$ cat src/rtl/scr_write_queue.sv
// scr_write_queue: host write cursor, FILL engine and {address,data} FIFO feeding
// the screen RAM write port in arbiter-granted slots.
`default_nettype none

module scr_write_queue #(
  parameter int                ADDR_W     = 16,
  parameter int                FIFO_DEPTH = 16,
  parameter logic [ADDR_W-1:0] SCR_LAST   = 16'h12BF
) (
  input  logic                            clk,
  input  logic                            rst_n,
  input  logic                            wr_stb,
  input  logic [3:0]                      wr_sel,
  input  logic [7:0]                      wr_data,
  input  logic                            ram_grant,
  output logic [ADDR_W-1:0]               ram_wraddress,
  output logic [7:0]                      ram_data,
  output logic                            ram_wren,
  output logic                            busy,
  output logic                            overflow,
  output logic [$clog2(FIFO_DEPTH):0]     fifo_level
);

  localparam int PTR_W = $clog2(FIFO_DEPTH);
  localparam int LVL_W = PTR_W + 1;
  localparam int ENT_W = ADDR_W + 8;

  typedef enum logic [0:0] {
    ST_IDLE = 1'b0,
    ST_FILL = 1'b1
  } state_t;

  state_t            state_q, state_d;
  logic [ADDR_W-1:0] cursor_q, cursor_d;
  logic              ctrl_inc_q, ctrl_inc_d;
  logic [7:0]        data_reg_q, data_reg_d;
  logic [15:0]       fill_cnt_q, fill_cnt_d;
  logic              overflow_q, overflow_d;

  logic [LVL_W-1:0]  wr_ptr_q, rd_ptr_q;
  logic [ENT_W-1:0]  mem_q [FIFO_DEPTH];
  logic [LVL_W-1:0]  level;
  logic              full, empty, push, pop;
  logic [ENT_W-1:0]  push_entry;

  logic [ADDR_W-1:0] ram_addr_q;
  logic [7:0]        ram_data_q;
  logic              ram_wren_q;

  function automatic logic [ADDR_W-1:0] next_cursor(input logic [ADDR_W-1:0] c);
    return (c == SCR_LAST) ? '0 : c + ADDR_W'(1);
  endfunction

  // Pointers carry one extra bit so full and empty are distinguishable.
  assign level = wr_ptr_q - rd_ptr_q;
  assign full  = (level == LVL_W'(FIFO_DEPTH));
  assign empty = (level == '0);
  assign pop   = ram_grant && !empty;

  always_comb begin
    state_d    = state_q;
    cursor_d   = cursor_q;
    ctrl_inc_d = ctrl_inc_q;
    data_reg_d = data_reg_q;
    fill_cnt_d = fill_cnt_q;
    overflow_d = overflow_q;
    push       = 1'b0;
    push_entry = '0;

    if (wr_stb && wr_sel == 4'd5) begin
      ctrl_inc_d = wr_data[0];
      if (wr_data[7]) overflow_d = 1'b0;
    end

    if (state_q == ST_FILL) begin
      case (wr_sel)
        4'd1, 4'd3, 4'd4, 4'd6, 4'd7: if (wr_stb) overflow_d = 1'b1;
        default: ;
      endcase
      // The fill stalls rather than drops when the queue is full.
      if (!full) begin
        push       = 1'b1;
        push_entry = {cursor_q, data_reg_q};
        cursor_d   = next_cursor(cursor_q);
        fill_cnt_d = fill_cnt_q - 16'd1;
        if (fill_cnt_q == 16'd1) state_d = ST_IDLE;
      end
    end else if (wr_stb) begin
      case (wr_sel)
        4'd1: begin
          data_reg_d = wr_data;
          if (full) begin
            overflow_d = 1'b1;
          end else begin
            push       = 1'b1;
            push_entry = {cursor_q, wr_data};
          end
          if (ctrl_inc_q) cursor_d = next_cursor(cursor_q);
        end
        4'd3: cursor_d = {cursor_q[ADDR_W-1:8], wr_data};
        4'd4: cursor_d = {wr_data, cursor_q[7:0]};
        4'd6: fill_cnt_d = {fill_cnt_q[15:8], wr_data};
        4'd7: begin
          fill_cnt_d = {wr_data, fill_cnt_q[7:0]};
          if ({wr_data, fill_cnt_q[7:0]} != 16'd0) state_d = ST_FILL;
        end
        default: ;
      endcase
    end
  end

  always_ff @(posedge clk or negedge rst_n) begin
    if (!rst_n) begin
      state_q    <= ST_IDLE;
      cursor_q   <= '0;
      ctrl_inc_q <= 1'b0;
      data_reg_q <= '0;
      fill_cnt_q <= '0;
      overflow_q <= 1'b0;
      wr_ptr_q   <= '0;
      rd_ptr_q   <= '0;
      ram_addr_q <= '0;
      ram_data_q <= '0;
      ram_wren_q <= 1'b0;
    end else begin
      state_q    <= state_d;
      cursor_q   <= cursor_d;
      ctrl_inc_q <= ctrl_inc_d;
      data_reg_q <= data_reg_d;
      fill_cnt_q <= fill_cnt_d;
      overflow_q <= overflow_d;
      if (push) wr_ptr_q <= wr_ptr_q + LVL_W'(1);
      if (pop) begin
        rd_ptr_q   <= rd_ptr_q + LVL_W'(1);
        ram_addr_q <= mem_q[rd_ptr_q[PTR_W-1:0]][ENT_W-1:8];
        ram_data_q <= mem_q[rd_ptr_q[PTR_W-1:0]][7:0];
      end
      ram_wren_q <= pop;
    end
  end

  // Storage needs no reset: the pointers alone define which entries are live.
  always_ff @(posedge clk) begin
    if (push) mem_q[wr_ptr_q[PTR_W-1:0]] <= push_entry;
  end

  assign ram_wraddress = ram_addr_q;
  assign ram_data      = ram_data_q;
  assign ram_wren      = ram_wren_q;
  assign overflow      = overflow_q;
  assign fifo_level    = level;
  assign busy          = (state_q == ST_FILL) || !empty;

endmodule

`default_nettype wire

$ cat config.mk
export PLATFORM = sky130hd
export DESIGN_NAME = scr_write_queue
export DESIGN_NICKNAME = d
export VERILOG_FILES = /design/src/rtl/scr_write_queue.sv
export SDC_FILE = /design/constraint.sdc
export NUM_CORES = 1
export LEC_CHECK = 0
export CAP_MARGIN = 10
export CORE_MARGIN = 1
export CORE_UTILIZATION = 62
export DETAILED_ROUTE_END_ITERATION = 8
export PLACE_DENSITY = 0.8
export SLEW_MARGIN = 20
export SYNTH_ARGS = -nofsm -noshare
export SYNTH_HDL_FRONTEND = slang
export SYNTH_SLANG_ARGS = --single-unit
$ cat constraint.sdc
create_clock -name clk -period 5.3 [get_ports clk]
set_clock_uncertainty 0.2 [all_clocks]
set_input_delay 1.06 -clock clk [delete_from_list [all_inputs] [get_ports clk]]
set_output_delay 1.06 -clock clk [all_outputs]
set_load 0.1 [all_outputs]
* Word-level counts from Yosys, hierarchy flattened
Memories as Yosys holds them, arrays and structs flattened. A register that Yosys moved wholly into a read port is not among the register bits.
Index checks and enable logic that the tools add are counted.
** Cells by class
- $mul :: 0
- Add/sub/neg operators :: 5
- Divide/modulo/power cells :: 0
- Muxes and demuxes :: 35
- Order comparisons :: 0
- Shift operators :: 0
- Reductions and logical operators :: 18
- Eq/ne operators :: 15
- Bitwise operators :: 1
** Operator list (number)
- $mux 16 :: 8
- $mux 24 :: 5
- $pmux 16 s3 :: 1
- $pmux 16 s2 :: 1
- $mux 1 :: 20
- $add 16x1->16 const B :: 1
- $eq 16x1->1 const B :: 1
- $eq 16x13->1 const B :: 1
- $eq 4x3->1 const B :: 4
- $reduce_bool 16->1 :: 1
- $sub 16x1->16 const B :: 1
- $add 5x1->5 const B :: 2
- $ne 2x2->1 const B :: 5
- $reduce_and 5->1 :: 2
- $reduce_and 4->1 :: 2
- $reduce_bool 2->1 :: 3
- $reduce_bool 3->1 :: 2
- $eq 5x5->1 const B :: 1
- $logic_not 5->1 :: 1
- $reduce_or 5->1 :: 1
- $sub 5x5->5 :: 1
- $eq 4x1->1 const B :: 1
- $eq 4x2->1 const B :: 1
- $ne 3x3->1 const B :: 1
- other kinds (5) :: 7
** Word-level totals
- RAM bits :: 384
- Word-level logic and storage cells :: 86
- Register bits after elaboration :: 54
- Latch bits :: 0
- Memory bits (read-only) :: 0
- Memories :: 1
- Bits of input ports :: 16
** Memories
- mem_q :: depth 16, bits a word 24, rd ports 1, clocked after memory_dff 1, wr ports 1, line 41 : logic [ENT_W-1:0] mem_q [FIFO_DEPTH];

* Logic depth before layout (Yosys ltp)
- Depth in word-level cells :: 8
- Mapped depth :: 13
- Mapped depth without buffers :: 10

* Worst setup path after synthesis
No wires, ideal clock.
- Path type :: flip-flop to flip-flop
- Start :: register rd_ptr_q[1]
- End :: memory mem_q[4][0] (netlist bit) (enable)
- Arrival :: 5676 ps
- Path buffers :: 3
- Slack :: -1016 ps
- Cell stages (with the launch flop) :: 12
- Required time :: 4660 ps
- Period minus slack after synthesis :: 6316 ps
- Cells stage by stage :: dfrtp_1 > clkbuf_1 > clkbuf_1 > buf_2 > inv_1 > fa_1 > xor2_1 > nor3_1 > o221a_2 > nor2_1 > nand2_1 > nor3b_1
** Between the ends
- Longest elaborated chain between the ends :: 8
** RTL lines
- start: declaration :: line 40 : logic [LVL_W-1:0] wr_ptr_q, rd_ptr_q;
- start signal: assignment :: line 134 : rd_ptr_q <= rd_ptr_q + LVL_W'(1);
- $sub 5x5->5 (*) :: line 55 : assign level = wr_ptr_q - rd_ptr_q;
- net fifo_level[2] :: line 21 : output logic [$clog2(FIFO_DEPTH):0] fifo_level
- $eq 5x5->1 (*) :: line 56 : assign full = (level == LVL_W'(FIFO_DEPTH));
- $mux 1 (*) :: line 81, 92
- $mux 1 :: line 89 : case (wr_sel)
- $mux 1 :: line 88 : end else if (wr_stb) begin
- $mux 1 (*) :: line 75 : if (state_q == ST_FILL) begin
- $mux 1 (*) :: line 144 : if (push) mem_q[wr_ptr_q[PTR_W-1:0]] <= push_entry;
- $mux 1 (not written as such) (*) :: line 144
- end: declaration :: line 41
The timed path passes the listed nets; every way through them passes the cells marked *.

* Final worst setup path
- Start :: register rd_ptr_q[1]
- End :: output busy
** Between the ends
- Longest elaborated chain between the ends :: 4
** RTL lines
- $sub 5x5->5 :: line 55
- $logic_not 5->1 :: line 57 : assign empty = (level == '0);
- $logic_not 1->1 :: line 152 : assign busy = (state_q == ST_FILL) || !empty;
- $logic_or 1x1->1 :: line 152
- end: declaration :: line 19 : output logic busy,
No other way between the ends.

==> flow_metrics.env <==
export IMPL_worstHoldPathCells=2
export IMPL_yosysSeqAreaShare=0.711
export IMPL_crit_path_max_fanout=27
export IMPL_clkLatencyLatePin_ns=0.54
export IMPL_routed_wl_um=44400
export IMPL_ctsResizeCount=0
export IMPL_min_from="data_reg_q[5]"
export IMPL_hpwl_um=24000
export IMPL_end_kind="output pin"
export IMPL_post_drt_wl_per_cell_um=29.1
export IMPL_die_area_um2=31300
export IMPL_vias_per_cell=6.77
export IMPL_grt_pass1_vias=10700
export IMPL_clockBufferDepth=3
export IMPL_finalSetupTns_ns=0
export IMPL_r2r_setup_slack_ns=1.32
export IMPL_core_area_um2=29900
export IMPL_holdPathEnd="data_reg_q[5]"
export IMPL_ys_warn_count=0
export IMPL_grt_pass1_wl_um=66900
export IMPL_drt_drc_violations_left=0
export IMPL_antenna_left=0
export IMPL_ff_latch_area_um2=13500
export IMPL_rsz0062_at_grt="false"
export IMPL_synth_area_um2=19000
export IMPL_n_antenna_cell=0
export IMPL_crit_family="simple AND/OR/NAND/NOR gates"
export IMPL_synthCells=1020
export IMPL_worstSetupPathType="reg2out"
export IMPL_clockRootBuffer="clkbuf_16"
export IMPL_cts_buffers=45
export IMPL_ys_top_cells_by_area="edfxtp_1 61%, mux4_2 14%, dfrtp_1 10%"
export IMPL_postCtsSetupBuffers=0
export IMPL_place_gp_congestion=0.905
export IMPL_path_cells="inv_1 > fa_1 > nand3_1 > a21oi_1 > or2_2 > or3_1 > buf_4"
export IMPL_min_period_over_period=0.795
export IMPL_fin_nets=1128
export IMPL_cts_clk_slew_worst_paths_ns=0.06
export IMPL_synth_seq_cells=462
export IMPL_drive_above_1_share=0.247
export IMPL_worstPathRequired_ns=4.04
export IMPL_syn_nets=1050
export IMPL_min_path_type="reg2reg"
export IMPL_synth_cell_types=63
export IMPL_worst_pin_slew_ns=1.13
export IMPL_fin_util=0.722
export IMPL_num_rows=63
export IMPL_finalHoldViolations=0
export IMPL_max_freq_ghz=0.237
export IMPL_areaGrowthSynthToFinish_pct=13.7
export IMPL_max_stage_delay_ns=0.69
export IMPL_clock_sinks=462
export IMPL_slew_headroom=0.244
export IMPL_p_leak_nw=7.27
export IMPL_vias=10300
export IMPL_critPathBufInv=2
export IMPL_overflow=0
export IMPL_final_cell_mix="384 x edfxtp_1, 120 x mux4_2, 76 x dfrtp_1, 55 x nand2_1, 46 x clkbuf_16"
export IMPL_post_route_min_period_ns=4.21
export IMPL_synth_edf_count=384
export IMPL_grt_max_degree=100
export IMPL_async_flop_share=0.169
export IMPL_antenna_found_initial=0
export IMPL_dieWidth_um=177
export IMPL_maxCapViolCount=0
export IMPL_reg2regPathDepth=9
export IMPL_slowest_stage="dfrtp_4"
export IMPL_p_per_area_nw_per_um2=654
export IMPL_ys_flop_type="edfxtp_1"
export IMPL_drv_slew=0
export IMPL_ir_drop_uv=1570
export IMPL_synth_top_area_frac=0.608
export IMPL_setup_violations=0
export IMPL_yosysTopAreaCell="edfxtp_1"
export IMPL_critPathArrivalTime_ns=2.95
export IMPL_io_buffer_count=47
export IMPL_die_y_um=177
export IMPL_ios=48
export IMPL_nFillCells=1718
export IMPL_syn_avg_cell_area_um2=18.6
export IMPL_initial_core_util=0.635
export IMPL_htree_levels=2
export IMPL_reg2reg_from="rd_ptr_q[1]"
export IMPL_grt_use_total=0.299
export IMPL_start_kind="flip-flop"
export IMPL_status="complete, no violations"
export IMPL_reg2reg_to="mem_q[1][5]"
export IMPL_final_common_cell="edfxtp_1"
export IMPL_first_iter_violations=1141
export IMPL_cts_hold_buf=0
export IMPL_first_pass_iters=6
export IMPL_multi_input_area_um2=5240
export IMPL_cts_tree="yes"
## cell families after synthesis
kind of cell               after synthesis  share of synthesized area
AOI/OAI and AO/OA                      107                     0.0372
buffers and inverters                   71                     0.0158
DFF                                    462                      0.711
and+or+nand+nor                        193                     0.0549
xor gates and xnor gates                12                    0.00554
muxes                                  161                      0.166
adders and majority gates               14                    0.00963
## report_power, final
group          switching [W]  internal, W  total [W]
Clock                0.00130      0.00191    0.00321
Combinational        0.00336      0.00196    0.00532
Sequential          0.000434      0.00514    0.00557
## how the worst max path moves through the flow
stage	start	to	slack, ns	cells after the start
final	rd_ptr_q[1]	busy	1.09	7
after global routing	wr_sel[3]	mem_q[13][0]	0.96	6
after CTS	rd_ptr_q[1]	busy	1.07	7
after detailed placement	wr_sel[3]	mem_q[3][4]	0.74	6
after global placement	wr_sel[3]	mem_q[0][4]	1.0	6
after floorplan	rd_ptr_q[1]	mem_q[4][0]	0.34	11
## tightest hold or removal path, cell delays in order, from the launching register on
cell	delay [ns]
dfrtp_1	0.34
nand2_1	0.05
nand2_1	0.06
## synth_stat cells (5+ instances only)
master       n
o31ai_1      6
inv_1       18
o2bb2ai_1    7
buf_1        5
and2_1      23
dfrtp_1     78
mux4_2     120
edfxtp_1   384
nand2b_1     5
a21oi_1     29
a22o_1       9
nand3_1     11
and3_1       5
nand2_1     55
o21ai_0     27
nor4_1      14
clkbuf_1    28
nor3_1      20
buf_2       14
mux2_2      31
nor2_1      22
ha_1        13
xnor2_1      9
o22ai_1      5
mux2i_1     10
nor3b_1      6
## area by class of cell
cell class	count	area share
clock buffer	66	0.0605
clock inverter	17	0.00910
inverter	21	0.00365
multi-input combinational	487	0.243
sequential	462	0.625
tap	390	0.0226
timing repair buffer	81	0.0358
## metal layers
| metal | wire [um] | track usage | vias up |
|---|---|---|---|
| met4 | 1910 | 0.122 | 0 |
| met2 | 21300 | 0.466 | 614 |
| met1 | 16900 | 0.420 | 5278 |
| li1 | - | - | 4302 |
| met3 | 4210 | 0.0608 | 131 |
| met5 | 0 | 0 | - |
## stage by stage
step | worst slack, ns | hold slack, ns | cell area [um2] | std cells | power, W
final | 1.09 | 0.282 | 21600 | 1524 | 0.0141
after global routing | 0.962 | 0.303 | 21600 | 1524 | 0.0146
after CTS | 1.07 | 0.285 | 21600 | 1524 | 0.0142
after detailed placement | 0.744 | 0.263 | 20100 | 1441 | 0.0109
after global placement | 0.998 | 0.260 | 20100 | 1441 | 0.0107
after floorplan | 0.335 | 0.246 | 19000 | 1020 | 0.00937
## state kept, by name, indices dropped and copies added, names as in the netlist
signal / cells
fill_cnt_q: 16
overflow: 1
data_reg_q: 8
ram_wren: 1
wr_ptr_q: 5
ctrl_inc_q: 1
rd_ptr_q: 5
ram_wraddress: 16
state_q: 1
ram_data: 8
mem_q: 384
cursor_q: 16
No activity file was read; power rests on OpenSTA's default activity.
==> RTL edit (same flow settings) <==
Reset style: synchronous (`rst_n`), changed in one clocked block.
--- a/src/rtl/scr_write_queue.sv
+++ b/src/rtl/scr_write_queue.sv
@@ -109,7 +109,7 @@
     end
   end
 
-  always_ff @(posedge clk or negedge rst_n) begin
+  always_ff @(posedge clk) begin
     if (!rst_n) begin
       state_q    <= ST_IDLE;
       cursor_q   <= '0;
Formal check against the unedited RTL: differs if rst_n is asserted again (counterexample within 4 cycles, from zero or initial values and one cycle with rst_n low); with rst_n held inactive, the same outputs for 4 cycles.
==> RTL edit against the unedited design <==
  * Wire length grew 7.9%
  * Worst setup slack better by 0.042 ns
  * Area after synthesis increased by 0.86%
  * Sequential cell count unchanged
  * Design area up 0.25%
  * Synthesized cell count up 19%
  * Largest cell class unchanged
Power is not compared: it rests on default switching activity, and its combinational part moved more than twofold at a synthesized area within 25%.
==> RTL edit: results (changes against the unedited design) <==
| Metric | Value |
|---|---|
| First-pass GRT wire length | 72700 microns (was 66900 microns) |
| Max reg flops | 384 (unchanged) |
| WL met2 | 23900 microns (was 21300 microns) |
| Drt pass-1 iters | 5 (was 6) |
| Max Used Layer | met4 (unchanged) |
| GR Util met1 | 43.6% (was 42.0%) |
| Status | complete, no violations (unchanged) |
| VDD IR-drop max | 0.273 mV |
| R2R cell count | 11 (was 9) |
| Final hold slack | 0.265 ns (was 0.282 ns) |
| WL met3 | 5000 microns (was 4210 microns) |
| Post-DP HPWL | 27400 microns (was 24000 microns) |
| Layout cells sized above 1 | 18.6% (was 24.7%) |
| Via count | 11800 (was 10300) |
| CTS Buf Count | 46 (was 45) |
| Met2 Usage GRT | 51.7% (was 46.6%) |
| Nets | 1300 (was 1128) |
| YS warnings | 0 (unchanged) |
| Synth top area cells | edfxtp_1 (60%), mux4_2 (11%), dfxtp_1 (8.2%) (was edfxtp_1 (61%), mux4_2 (14%), dfrtp_1 (10%)) |
| Post-synth EDFFs | 384 (unchanged) |
| Post-Synthesis Cells | 1212 (was 1020) |
| Worst hold-check path type | register to register (unchanged) |
| Largest net degree at the start of global routing | 56 (was 100) |
| Tot GR Track Use | 31.8% (was 29.9%) |
| Critical hold path startpoint | data_reg_q[7] (was data_reg_q[5]) |
| Leak Pwr | 6.99 nW |
| Placed inst area | 20100 sq um (about the same) |
| # port buffers | 47 (unchanged) |
| CTS Buffer Depth | 3 (unchanged) |
| Placed Cells | 1611 (was 1441) |
| DP Worst Slack | 0.915 ns (was 0.744 ns) |
| Hold EP | data_reg_q[7] (was data_reg_q[5]) |
| Yosys cell types | 69 (was 63) |
| Worst Max-Slew Pin Slew | 1.11 ns (was 1.13 ns) |
| Worst skew pair latency | 0.55 ns |
| Fill count | 1789 (was 1718) |
| Initial antenna violation count | 0 (unchanged) |
| GPL Wtd Cong | 0.873 (was 0.905) |
| R2r startpoint | wr_ptr_q[0] (was rd_ptr_q[1]) |
| Crit-path max FO | 26 (was 27) |
| R2R Path End | mem_q[12][10] (was mem_q[1][5]) |
| Routed wire length | 47900 microns (was 44400 microns) |
| Synth cell count leaders | edfxtp_1 (384), mux4_2 (96), nand2_1 (95) (was edfxtp_1 (384), mux4_2 (120), dfrtp_1 (78)) |
| R2r setup slk | 1.13 ns (was 1.32 ns) |
| Post-Route M1 WL | 17400 microns (was 16900 microns) |
| DRT iter0 DRCs | 1611 (was 1141) |
| Resized cells post-CTS | 0 (unchanged) |
| Worst path arrival time | 4.19 ns (was 2.95 ns) |
| Root Buffer | clkbuf_16 (unchanged) |
| Via density | 6.97 (was 6.77) |
| Seq/Total Area, Yosys | 68.4% (was 71.1%) |
| Met3 Use GR | 5.27% (was 6.08%) |
| FFs w/ async S/R, synth | 0% (was 16.9%) |
| Yosys top cell by area | edfxtp_1 (unchanged) |
| Clk slew on worst S/H paths | 0.06 ns (about the same) |
RTL edit: critical path, stage by stage (launching register included):
cell	delay, ns
dfxtp_1	0.35
inv_1	0.16
ha_1	0.18
inv_1	0.05
fa_1	0.43
xor2_2	0.22
a211o_1	0.27
a211oi_4	0.09
buf_4	0.26
nor2_1	0.48
and3_1	0.74
buf_4	0.41
RTL edit: worst max path at each step:
stage                startpoint             to  slack (ns)  depth (start not counted)
global placement      wr_sel[0]   mem_q[12][6]        1.06                          6
detailed placement    wr_sel[0]   mem_q[12][8]        0.92                          6
floorplan           rd_ptr_q[1]           busy        0.26                         10
CTS                 wr_ptr_q[0]  mem_q[12][10]        1.18                         11
global route        wr_ptr_q[0]   mem_q[12][6]        0.89                         11
finish              wr_ptr_q[0]  mem_q[12][10]        1.13                         11
RTL edit: logic make-up after synthesis:
| group | count (synthesis) | synth area share, % |
|---|---|---|
| AO/OA/AOI/OAI | 255 | 9.02 |
| XOR/XNOR | 10 | 0.458 |
| adder cells (fa/ha/maj) | 14 | 0.955 |
| buffers and inverters | 98 | 2.27 |
| flip-flops | 462 | 68.4 |
| multiplexers | 98 | 11.4 |
| AND/OR/NAND/NOR | 275 | 7.46 |
RTL edit: report_power, final:
group / switching (W) / leakage, nW / internal (W)
Clock: 0.00134 / 0.729 / 0.00189
Combinational: 0.00179 / 2.20 / 0.000843
Sequential: 0.0000573 / 4.06 / 0.00398
RTL edit: layout make-up:
cell class | count | area (sq um) | area share, %
Sequential cell | 462 | 13100 | 60.6
Multi-Input combinational cell | 652 | 5670 | 26.2
Clock buffer | 66 | 1330 | 6.14
Timing Repair Buffer | 88 | 795 | 3.67
Tap cell | 390 | 488 | 2.26
Clock inverter | 18 | 175 | 0.810
Inverter | 20 | 75.1 | 0.347
Antenna cell | 1 | 2.50 | 0.0116
